--- config.mk ---
export PLATFORM = sky130hd
export DESIGN_NAME = frac_symbol_clk_gen
export DESIGN_NICKNAME = d
export VERILOG_FILES = /design/src/rtl/frac_symbol_clk_gen.sv
export SDC_FILE = /design/constraint.sdc
export NUM_CORES = 1
export LEC_CHECK = 0
export BUFFER_PORTS_ARGS = -buffer_cell sky130_fd_sc_hd__clkbuf_2
export CORE_ASPECT_RATIO = 1.4
export CORE_MARGIN = 8
export CORE_UTILIZATION = 40
export CTS_BUF_LIST = sky130_fd_sc_hd__clkbuf_8
export DETAILED_ROUTE_END_ITERATION = 7
export GPL_TIMING_DRIVEN = 0
export PLACE_DENSITY = 0.59
export SYNTH_ARGS = -nofsm -noshare
export SYNTH_HDL_FRONTEND = slang
export SYNTH_SLANG_ARGS = --single-unit
--- constraint.sdc ---
create_clock -name clk_4x -period 11.3 [get_ports clk_4x]
set_clock_uncertainty 0.1 [all_clocks]
set_input_delay 0 -clock clk_4x [delete_from_list [all_inputs] [get_ports clk_4x]]
set_output_delay 0 -clock clk_4x [all_outputs]
set_load 0.02 [all_outputs]
--- src/rtl/frac_symbol_clk_gen.sv ---
// Fractional-N symbol clock generator: symbol pulse, stretched strobe and NCO-derived ADC clock, all on clk_4x.
// Define CDR_PHASE_ADJ_EN to enable the early/late one-cycle phase nudge from the CDR loop.
module frac_symbol_clk_gen #(
    parameter int unsigned INT_W    = 10,
    parameter int unsigned FRAC_W   = 22,
    parameter int unsigned ACC_W    = 16,
    parameter int unsigned STRETCH  = 3,
    parameter bit          ADC_SYNC = 1'b1
) (
    input  logic              clk_4x,
    input  logic              reset,
    input  logic              i_en,
    input  logic              i_cfg_valid,
    output logic              o_cfg_ready,
    input  logic [INT_W-1:0]  i_cfg_div,
    input  logic [FRAC_W-1:0] i_cfg_frac,
    input  logic [ACC_W-1:0]  i_cfg_adc_step,
    input  logic              i_adj_early,
    input  logic              i_adj_late,
    output logic              o_sym_pulse,
    output logic              o_sym_strobe,
    output logic              o_adc_clk
);
    localparam int unsigned LEN_W = INT_W + 1;
    localparam int unsigned STR_W = (STRETCH > 1) ? $clog2(STRETCH) : 1;

    logic [INT_W-1:0]  r_div_q;
    logic [FRAC_W-1:0] r_frac_q;
    logic [ACC_W-1:0]  r_step_q;
    logic [LEN_W-1:0]  r_cnt;
    logic [LEN_W-1:0]  r_len;
    logic [FRAC_W-1:0] r_facc;
    logic [ACC_W-1:0]  r_aacc;
    logic [STR_W-1:0]  r_scnt;
    logic              r_pend_v;
    logic [INT_W-1:0]  r_pend_div;
    logic [FRAC_W-1:0] r_pend_frac;
    logic [ACC_W-1:0]  r_pend_step;
    logic              r_cfg_ready;
    logic              r_sym_pulse;
    logic              r_sym_strobe;

    logic              w_cfg_fire;
    logic              w_wrap;
    logic              w_carry;
    logic              w_adj_inc;
    logic              w_adj_dec;
    logic [INT_W-1:0]  w_cfg_div_cl;
    logic [FRAC_W:0]   w_frac_sum;
    logic [LEN_W-1:0]  w_len_sum;
    logic [LEN_W-1:0]  w_len_next;

    assign w_cfg_fire   = i_cfg_valid & r_cfg_ready;
    assign w_cfg_div_cl = (i_cfg_div < INT_W'(2)) ? INT_W'(2) : i_cfg_div;
    assign w_wrap       = (r_cnt == (r_len - LEN_W'(1)));
    assign w_frac_sum   = {1'b0, r_facc} + {1'b0, r_frac_q};
    assign w_carry      = w_frac_sum[FRAC_W];
    // adj is -1/0/+1; div_q >= 2 so the subtraction cannot underflow
    assign w_len_sum    = {1'b0, r_div_q} + LEN_W'(w_carry) + LEN_W'(w_adj_inc) - LEN_W'(w_adj_dec);
    assign w_len_next   = (w_len_sum < LEN_W'(2)) ? LEN_W'(2) : w_len_sum;

    // Period counter, fractional accumulator, config shadowing, stretch and ADC NCO
    always_ff @(posedge clk_4x) begin
        if (reset) begin
            r_div_q      <= INT_W'(2);
            r_frac_q     <= '0;
            r_step_q     <= '0;
            r_cnt        <= '0;
            r_len        <= LEN_W'(2);
            r_facc       <= '0;
            r_aacc       <= '0;
            r_scnt       <= '0;
            r_pend_v     <= 1'b0;
            r_pend_div   <= '0;
            r_pend_frac  <= '0;
            r_pend_step  <= '0;
            r_cfg_ready  <= 1'b1;
            r_sym_pulse  <= 1'b0;
            r_sym_strobe <= 1'b0;
        end else if (!i_en) begin
            r_cnt        <= '0;
            r_facc       <= '0;
            r_aacc       <= '0;
            r_scnt       <= '0;
            r_sym_pulse  <= 1'b0;
            r_sym_strobe <= 1'b0;
            r_cfg_ready  <= ~r_pend_v;
            if (w_cfg_fire) begin
                r_div_q  <= w_cfg_div_cl;
                r_frac_q <= i_cfg_frac;
                r_step_q <= i_cfg_adc_step;
                r_len    <= LEN_W'(w_cfg_div_cl);
            end else begin
                r_len    <= LEN_W'(r_div_q);
            end
        end else begin
            r_sym_pulse <= w_wrap;
            r_aacc      <= (w_wrap && ADC_SYNC) ? '0 : r_aacc + r_step_q;
            r_cfg_ready <= ~(r_pend_v | w_cfg_fire);
            if (w_wrap) begin
                r_cnt        <= '0;
                r_sym_strobe <= 1'b1;
                r_scnt       <= STR_W'(STRETCH - 1);
                if (r_pend_v) begin
                    r_div_q  <= r_pend_div;
                    r_frac_q <= r_pend_frac;
                    r_step_q <= r_pend_step;
                    r_facc   <= '0;
                    r_len    <= LEN_W'(r_pend_div);
                    r_pend_v <= 1'b0;
                end else begin
                    r_facc   <= w_frac_sum[FRAC_W-1:0];
                    r_len    <= w_len_next;
                end
            end else begin
                r_cnt <= r_cnt + LEN_W'(1);
                if (r_scnt != '0) begin
                    r_scnt <= r_scnt - STR_W'(1);
                end else begin
                    r_sym_strobe <= 1'b0;
                end
            end
            if (w_cfg_fire) begin
                r_pend_v    <= 1'b1;
                r_pend_div  <= w_cfg_div_cl;
                r_pend_frac <= i_cfg_frac;
                r_pend_step <= i_cfg_adc_step;
            end
        end
    end

`ifdef CDR_PHASE_ADJ_EN
    logic r_adj_inc;
    logic r_adj_dec;
    logic w_early;
    logic w_late;

    assign w_early = i_adj_early & ~i_adj_late;
    assign w_late  = i_adj_late & ~i_adj_early;

    // First strobe in a period wins; a strobe on the pulse edge lands in the following period
    always_ff @(posedge clk_4x) begin
        if (reset) begin
            r_adj_inc <= 1'b0;
            r_adj_dec <= 1'b0;
        end else if (i_en) begin
            if (w_wrap || (!r_adj_inc && !r_adj_dec)) begin
                r_adj_inc <= w_late;
                r_adj_dec <= w_early;
            end
        end
    end

    assign w_adj_inc = r_adj_inc;
    assign w_adj_dec = r_adj_dec;
`else
    logic w_unused_adj;
    assign w_unused_adj = i_adj_early ^ i_adj_late;
    assign w_adj_inc    = 1'b0;
    assign w_adj_dec    = 1'b0;
`endif

    assign o_cfg_ready  = r_cfg_ready;
    assign o_sym_pulse  = r_sym_pulse;
    assign o_sym_strobe = r_sym_strobe;
    assign o_adc_clk    = r_aacc[ACC_W-1];

endmodule
-- Word-level counts from Yosys, hierarchy flattened
Index checks and enable logic that the tools add are counted.
- flip-flop bits (word level): 162
- bits in latches: 0
- bits in writable memories: 0
- ROM bits: 0
- input bits: 54
- output and inout port bits: 4
- logic and storage cells: 68
- memories: 0
- add/sub/neg operators: 6
- $mul: 0
- div/mod/pow operators: 0
- $lt $le $gt $ge: 2
- equal/unequal tests: 4
- shifts and indexed selects: 0
- mux-type cells: 26
- bitwise operators: 5
- reductions and logical operators: 9
- operators with widths (kind ; count):
    two-way mux 22 bit ; 5
    two-way mux 16 bit ; 4
    two-way mux 10 bit ; 6
    two-way mux 11 bit ; 4
    adder 22 x 22 -> 23 bit ; 1
    adder 16 bit ; 1
    adder 10 x 1 -> 11 bit ; 1
    adder 11 x 1 -> 11 bit, second input constant ; 1
    equality test 11 bit ; 1
    < comparator 11 x 2 -> 1 bit, second input constant ; 1
    subtractor 11 x 1 -> 11 bit, second input constant ; 1
    < comparator 10 x 2 -> 1 bit, second input constant ; 1
    nonzero test 2 bit ; 4
    two-way mux 1 bit ; 5
    two-way mux 2 bit ; 2
    != test 2 x 1 -> 1 bit, second input constant ; 2
    AND reduction 2 bit ; 2
    NOT 1 bit ; 3
    AND reduction 3 bit ; 1
    OR reduction 3 bit ; 1
    != test 2 bit, second input constant ; 1
    OR reduction 2 bit ; 1
    subtractor 2 x 1 -> 2 bit, second input constant ; 1
    AND 1 bit ; 1
    bitwise OR 1 bit ; 1

-- Longest topological paths before layout
- word-level depth: 7
- depth in mapped cells: 19
- gate-level depth less buffers: 19

-- Worst setup path before layout
Ideal clock, no wire load.
- path type: reg2reg
- start: register r_frac_q[0]
- end: register r_len[1]
- library setup time: 0.061 ns
- data arrival time: 3.554 ns
- data required time: 11.139 ns
- slack: 7.586 ns
- stages on the path, launching flop included: 18
- buffers on the path: 0
- period minus slack after synthesis: 3.714 ns
- cell sequence: dfxtp_1 ha_1 inv_1 fa_1 nand2b_1 a21oi_1 o311a_1 o21ai_0 a31oi_1 nor2_1 o21ai_0 ha_1 and4_1 nand4_1 mux2_2 a211o_1 a211oi_1 a311o_1
- cells in the longest elaborated chain, start to end: 7
- ends and longest elaborated chain (item ; RTL line ; text):
    from (decl) ; 28 ; logic [FRAC_W-1:0] r_frac_q;
    from (signal assigned) ; 90 ; r_frac_q <= i_cfg_frac;
    from (signal assigned) ; 106 ; r_frac_q <= r_pend_frac;
    adder 22 x 22 -> 23 bit * ; 56 ; assign w_frac_sum = {1'b0, r_facc} + {1'b0, r_frac_q};
    adder 10 x 1 -> 11 bit * ; 59 ; assign w_len_sum = {1'b0, r_div_q} + LEN_W'(w_carry) + LEN_W'(w_adj_inc) - LEN_W'(w_adj_dec);
    < comparator 11 x 2 -> 1 bit ; 60 ; assign w_len_next = (w_len_sum < LEN_W'(2)) ? LEN_W'(2) : w_len_sum;
    two-way mux 11 bit * ; 60 ;
    two-way mux 11 bit * ; 104 ; if (r_pend_v) begin
    two-way mux 11 bit * ; 100 ; if (w_wrap) begin
    two-way mux 11 bit * ; 80 ; end else if (!i_en) begin
    to (signal assigned) ; 92 ; r_len <= LEN_W'(w_cfg_div_cl);
    to (signal assigned) ; 109 ; r_len <= LEN_W'(r_pend_div);
    to (signal assigned) ; 113 ; r_len <= w_len_next;
    to (decl) ; 31 ; logic [LEN_W-1:0] r_len;
Mark *: on every way between the ends. The rest lies on a longest branch, timed or not. The select of a mux whose other input is x is not followed.
A chain may end at the register's enable or synchronous reset.

-- Worst setup path after layout
Ends and elaborated chain as after synthesis.

==> flow_metrics.tcl <==
set metrics [dict create \
    outcome "complete, no violations" \
    layout.nets 1237 \
    power-per-cell-area_nw_per_um2 124 \
    numClockSinks 162 \
    hold_depth 3 \
    die-height_um 189 \
    synth_async_sr_flop_share_pct 0 \
    timing.critical_path.arrival_ps 4760 \
    netlist_instances 1020 \
    leakagePower_nw 4.05 \
    initial_core_util_pct 40.5 \
    sequentialPowerShare_pct 49.7 \
    cts_post_setup_buffers_inserted 0 \
    fin_hold_ws_ps 56.0 \
    die_width_um 139 \
    mappedNetlistNets 1117 \
    pin_count_of_the_biggest_net_entering_global_routing 17 \
    ctsLongestPathBuffers 2 \
    coreArea_um2 21000 \
    min_period_over_period_pct 39.4 \
    worstPathMaxFanout 4 \
    wl_per_cell_um 15.9 \
    grt_use_total_pct 17.3 \
    top_ports 58 \
    ys_warn_count 0 \
    timing.final.hold_violations 0 \
    dp_worst_setup_slack_ps 6840 \
    worst_hold_startpoint "i_en" \
    cts_root_buffer "sky130_fd_sc_hd__clkbuf_8" \
    sw_frac_of_total_pct 29.0 \
    cts_max_level 4 \
    cts_tree "yes" \
    worst_hold_path_type "in2reg" \
    drc 0 \
    final.fill_count 2072 \
    worst-setup-path-type "reg2reg" \
    ys_seq_elements 162 \
    first_global_vias 7365 \
    final_util_pct 47.5 \
    rsz0062_at_grt "false" \
    io_buffers 53 \
    synth_flop_cell "sky130_fd_sc_hd__dfxtp_1" \
    hold-path-endpoint "o_sym_strobe$_SDFFE_PP0P_" \
    max_freq_mhz 224 \
    cts_resized 0 \
    ir_drop_uv 70.9 \
    drive_above_1_share_pct 11.2 \
    rows 63 \
    area_growth_pct 17.3 \
    pwr-share-clk_pct 35.4 \
    cell_area_after_synthesis_um2 8530 \
    reg2reg_slack_ps 6840 \
    seq_area_frac_synth_pct 38.0 \
    required_ps 11610 \
    ant_nets 0 \
    post_dp_cell_area_um2 9120 \
    drv.max_cap_violation_count 0 \
    grt.overflow.total 0 \
    max-slew-margin-rel_pct 45.9 \
    critical_path.endpoint_type "flop" \
    seq_area_um2 3240 \
    setup_viol 0 \
    timing.reg2reg.worst_path_depth 17 \
    drtIter0Drc 411 \
    worst_setup_hold_path_clk_slew_ps 90 \
    final_max_slew_viol_count 0 \
    routed_via_density 5.38 \
    finalWorstPathRequiredPeriod_ps 4460 \
    final_cell_count_no_fill 1414 \
    final_estimated_routing_congestion_in_global_placement 0.885 \
    syn_area_per_cell_um2 8.36 \
    regToRegStartpoint "r_frac_q[0]$_SDFFE_PP0P_" \
    multiInputGateArea_um2 4980 \
    yosys-top-cells-area "sky130_fd_sc_hd__dfxtp_1, sky130_fd_sc_hd__nand2_1, sky130_fd_sc_hd__ha_1" \
    routed-via-count 7602 \
    max_slew.worst_pin.slew_ps 811 \
    critPathLaunchType "flop" \
    cts_made_buffers 17 \
    critical_path.reg2reg.endpoint "r_len[1]$_SDFFE_PP1P_" \
    power.net_switching_uw 361 \
    final.setup.tns_ps 0 \
    place_inst 1333 \
    die_area_um2 26300 \
    synth_top_cell_by_area "sky130_fd_sc_hd__dfxtp_1" \
    total_power_mw 1.24 \
    detailed_place_hpwl_um 16600 \
    route.final.wire_length_um 22500 \
    p_int_uw 882 \
    finish.instance_area_um2 10000 \
    first_pass_grt_wire_length_um 36600 \
    power.combinational.fraction_pct 14.8 \
    number_of_antenna_violations_at_the_first_check_in_global_routing 1 \
    edff_count_synth 0 \
    fin_ws_ps 6840 \
    worstSkewPairLatency_ps 470 \
    synth.distinct_cells 66 \
    detailedRoute.firstPassIterationCount 5 \
    synth_top_area_share_pct 38.0 \
]
-- worst max-delay path by stage --
| stage | from | slack (ps) | cells past startpoint | end |
|---|---|---|---|---|
| 3_3_place_gp | r_frac_q[0]$_SDFFE_PP0P_ | 6840 | 17 | r_len[1]$_SDFFE_PP1P_ |
| 4_1_cts | r_frac_q[0]$_SDFFE_PP0P_ | 6790 | 17 | r_len[1]$_SDFFE_PP1P_ |
| 5_1_grt | r_frac_q[0]$_SDFFE_PP0P_ | 6450 | 17 | r_len[1]$_SDFFE_PP1P_ |
| 6_report | r_frac_q[0]$_SDFFE_PP0P_ | 6840 | 17 | r_len[1]$_SDFFE_PP1P_ |
| 3_5_place_dp | r_frac_q[0]$_SDFFE_PP0P_ | 6840 | 17 | r_len[0]$_SDFFE_PP0P_ |
| 2_1_floorplan | r_frac_q[0]$_SDFFE_PP0P_ | 7590 | 17 | r_len[1]$_SDFFE_PP1P_ |
-- power groups by stage --
stage	sequential [mW]	clock, mW	combinational, mW
2_1_floorplan	0.624	0	0.124
3_3_place_gp	0.630	0	0.169
3_5_place_dp	0.631	0	0.172
4_1_cts	0.618	0.453	0.185
5_1_grt	0.621	0.481	0.205
6_report	0.618	0.440	0.184
-- cell families after synthesis --
group,Yosys count,share of synthesized area (%)
multiplexers,48,5.65
flip-flops,162,38.0
buffers and inverters,73,3.54
XOR/XNOR,51,5.24
AND/OR/NAND/NOR,369,19.3
AO/OA/AOI/OAI,274,21.8
adder cells (fa/ha/maj),43,6.49
-- flip-flops by register name, indices dropped and copies added, names as in the netlist, 2 cells and up --
signal	count
r_aacc	16
r_frac_q	22
r_cnt	11
r_pend_frac	22
r_len	11
r_facc	22
r_scnt	2
r_pend_step	16
r_step_q	16
r_div_q	10
r_pend_div	10
-- worst max-delay path, cell delays in order, from the launching register on --
cell and delay (ps):
sky130_fd_sc_hd__dfxtp_1 360, sky130_fd_sc_hd__ha_1 190, sky130_fd_sc_hd__inv_1 60, sky130_fd_sc_hd__fa_1 370, sky130_fd_sc_hd__nand2b_1 190, sky130_fd_sc_hd__a21oi_1 290, sky130_fd_sc_hd__o311a_1 260, sky130_fd_sc_hd__o21ai_0 200
sky130_fd_sc_hd__a31oi_1 330, sky130_fd_sc_hd__nor2_1 60, sky130_fd_sc_hd__o21ai_0 200, sky130_fd_sc_hd__ha_1 290, sky130_fd_sc_hd__and4_1 300, sky130_fd_sc_hd__nand4_1 200, sky130_fd_sc_hd__mux2_2 320, sky130_fd_sc_hd__a211o_1 310
sky130_fd_sc_hd__a211oi_1 230, sky130_fd_sc_hd__a311o_1 150
-- placed cells by master, fill, tap and decap left out, types with 41 or more instances in the layout --
cell,n
sky130_fd_sc_hd__mux2i_1,47
sky130_fd_sc_hd__dlygate4sd3_1,48
sky130_fd_sc_hd__nand2_1,148
sky130_fd_sc_hd__ha_1,41
sky130_fd_sc_hd__dfxtp_1,162
sky130_fd_sc_hd__clkbuf_1,42
sky130_fd_sc_hd__nor2_1,114
sky130_fd_sc_hd__a21oi_1,79
sky130_fd_sc_hd__a211oi_1,53
sky130_fd_sc_hd__clkbuf_2,53
sky130_fd_sc_hd__o21ai_0,52
-- cell usage after synthesis (10+ instances only) --
master	instances
sky130_fd_sc_hd__dfxtp_1	162
sky130_fd_sc_hd__nor2_1	114
sky130_fd_sc_hd__a21oi_1	79
sky130_fd_sc_hd__ha_1	41
sky130_fd_sc_hd__xnor2_1	23
sky130_fd_sc_hd__o21ai_0	52
sky130_fd_sc_hd__nand3_1	21
sky130_fd_sc_hd__and3_1	17
sky130_fd_sc_hd__xor2_1	28
sky130_fd_sc_hd__clkbuf_1	42
sky130_fd_sc_hd__nand2_1	148
sky130_fd_sc_hd__a211oi_2	10
sky130_fd_sc_hd__mux2i_1	47
sky130_fd_sc_hd__a211oi_1	53
sky130_fd_sc_hd__inv_1	13
sky130_fd_sc_hd__a21o_1	14
sky130_fd_sc_hd__buf_2	13
sky130_fd_sc_hd__nor3_1	16
sky130_fd_sc_hd__nand2b_1	12
-- per-layer routing --
layer / global-route usage (%) / vias up / part of all wire, %
li1: - / 3894 / -
met5: 0 / - / 0
met2: 32.4 / 115 / 53
met3: 2.99 / 37 / 2.6
met4: 7.67 / 0 / 2.7
met1: 18.6 / 3556 / 42
-- cell type report --
class | instances | area share (%)
Clock inverter | 13 | 1.51
Buffer | 60 | 2.53
Sequential cell | 162 | 32.4
Inverter | 13 | 0.488
Clock buffer | 18 | 2.48
Multi-Input combinational cell | 785 | 49.8
Timing Repair Buffer | 101 | 7.46
Antenna cell | 2 | 0.0500
Tap cell | 260 | 3.25
-- what timing repair did --
item | in CTS | in global routing
endpoints found under the setup margin | 0 | 0
hold endpoints to repair | 102 | 0
hold buffers | 48 | 0
No activity file was read; power rests on OpenSTA's default activity.
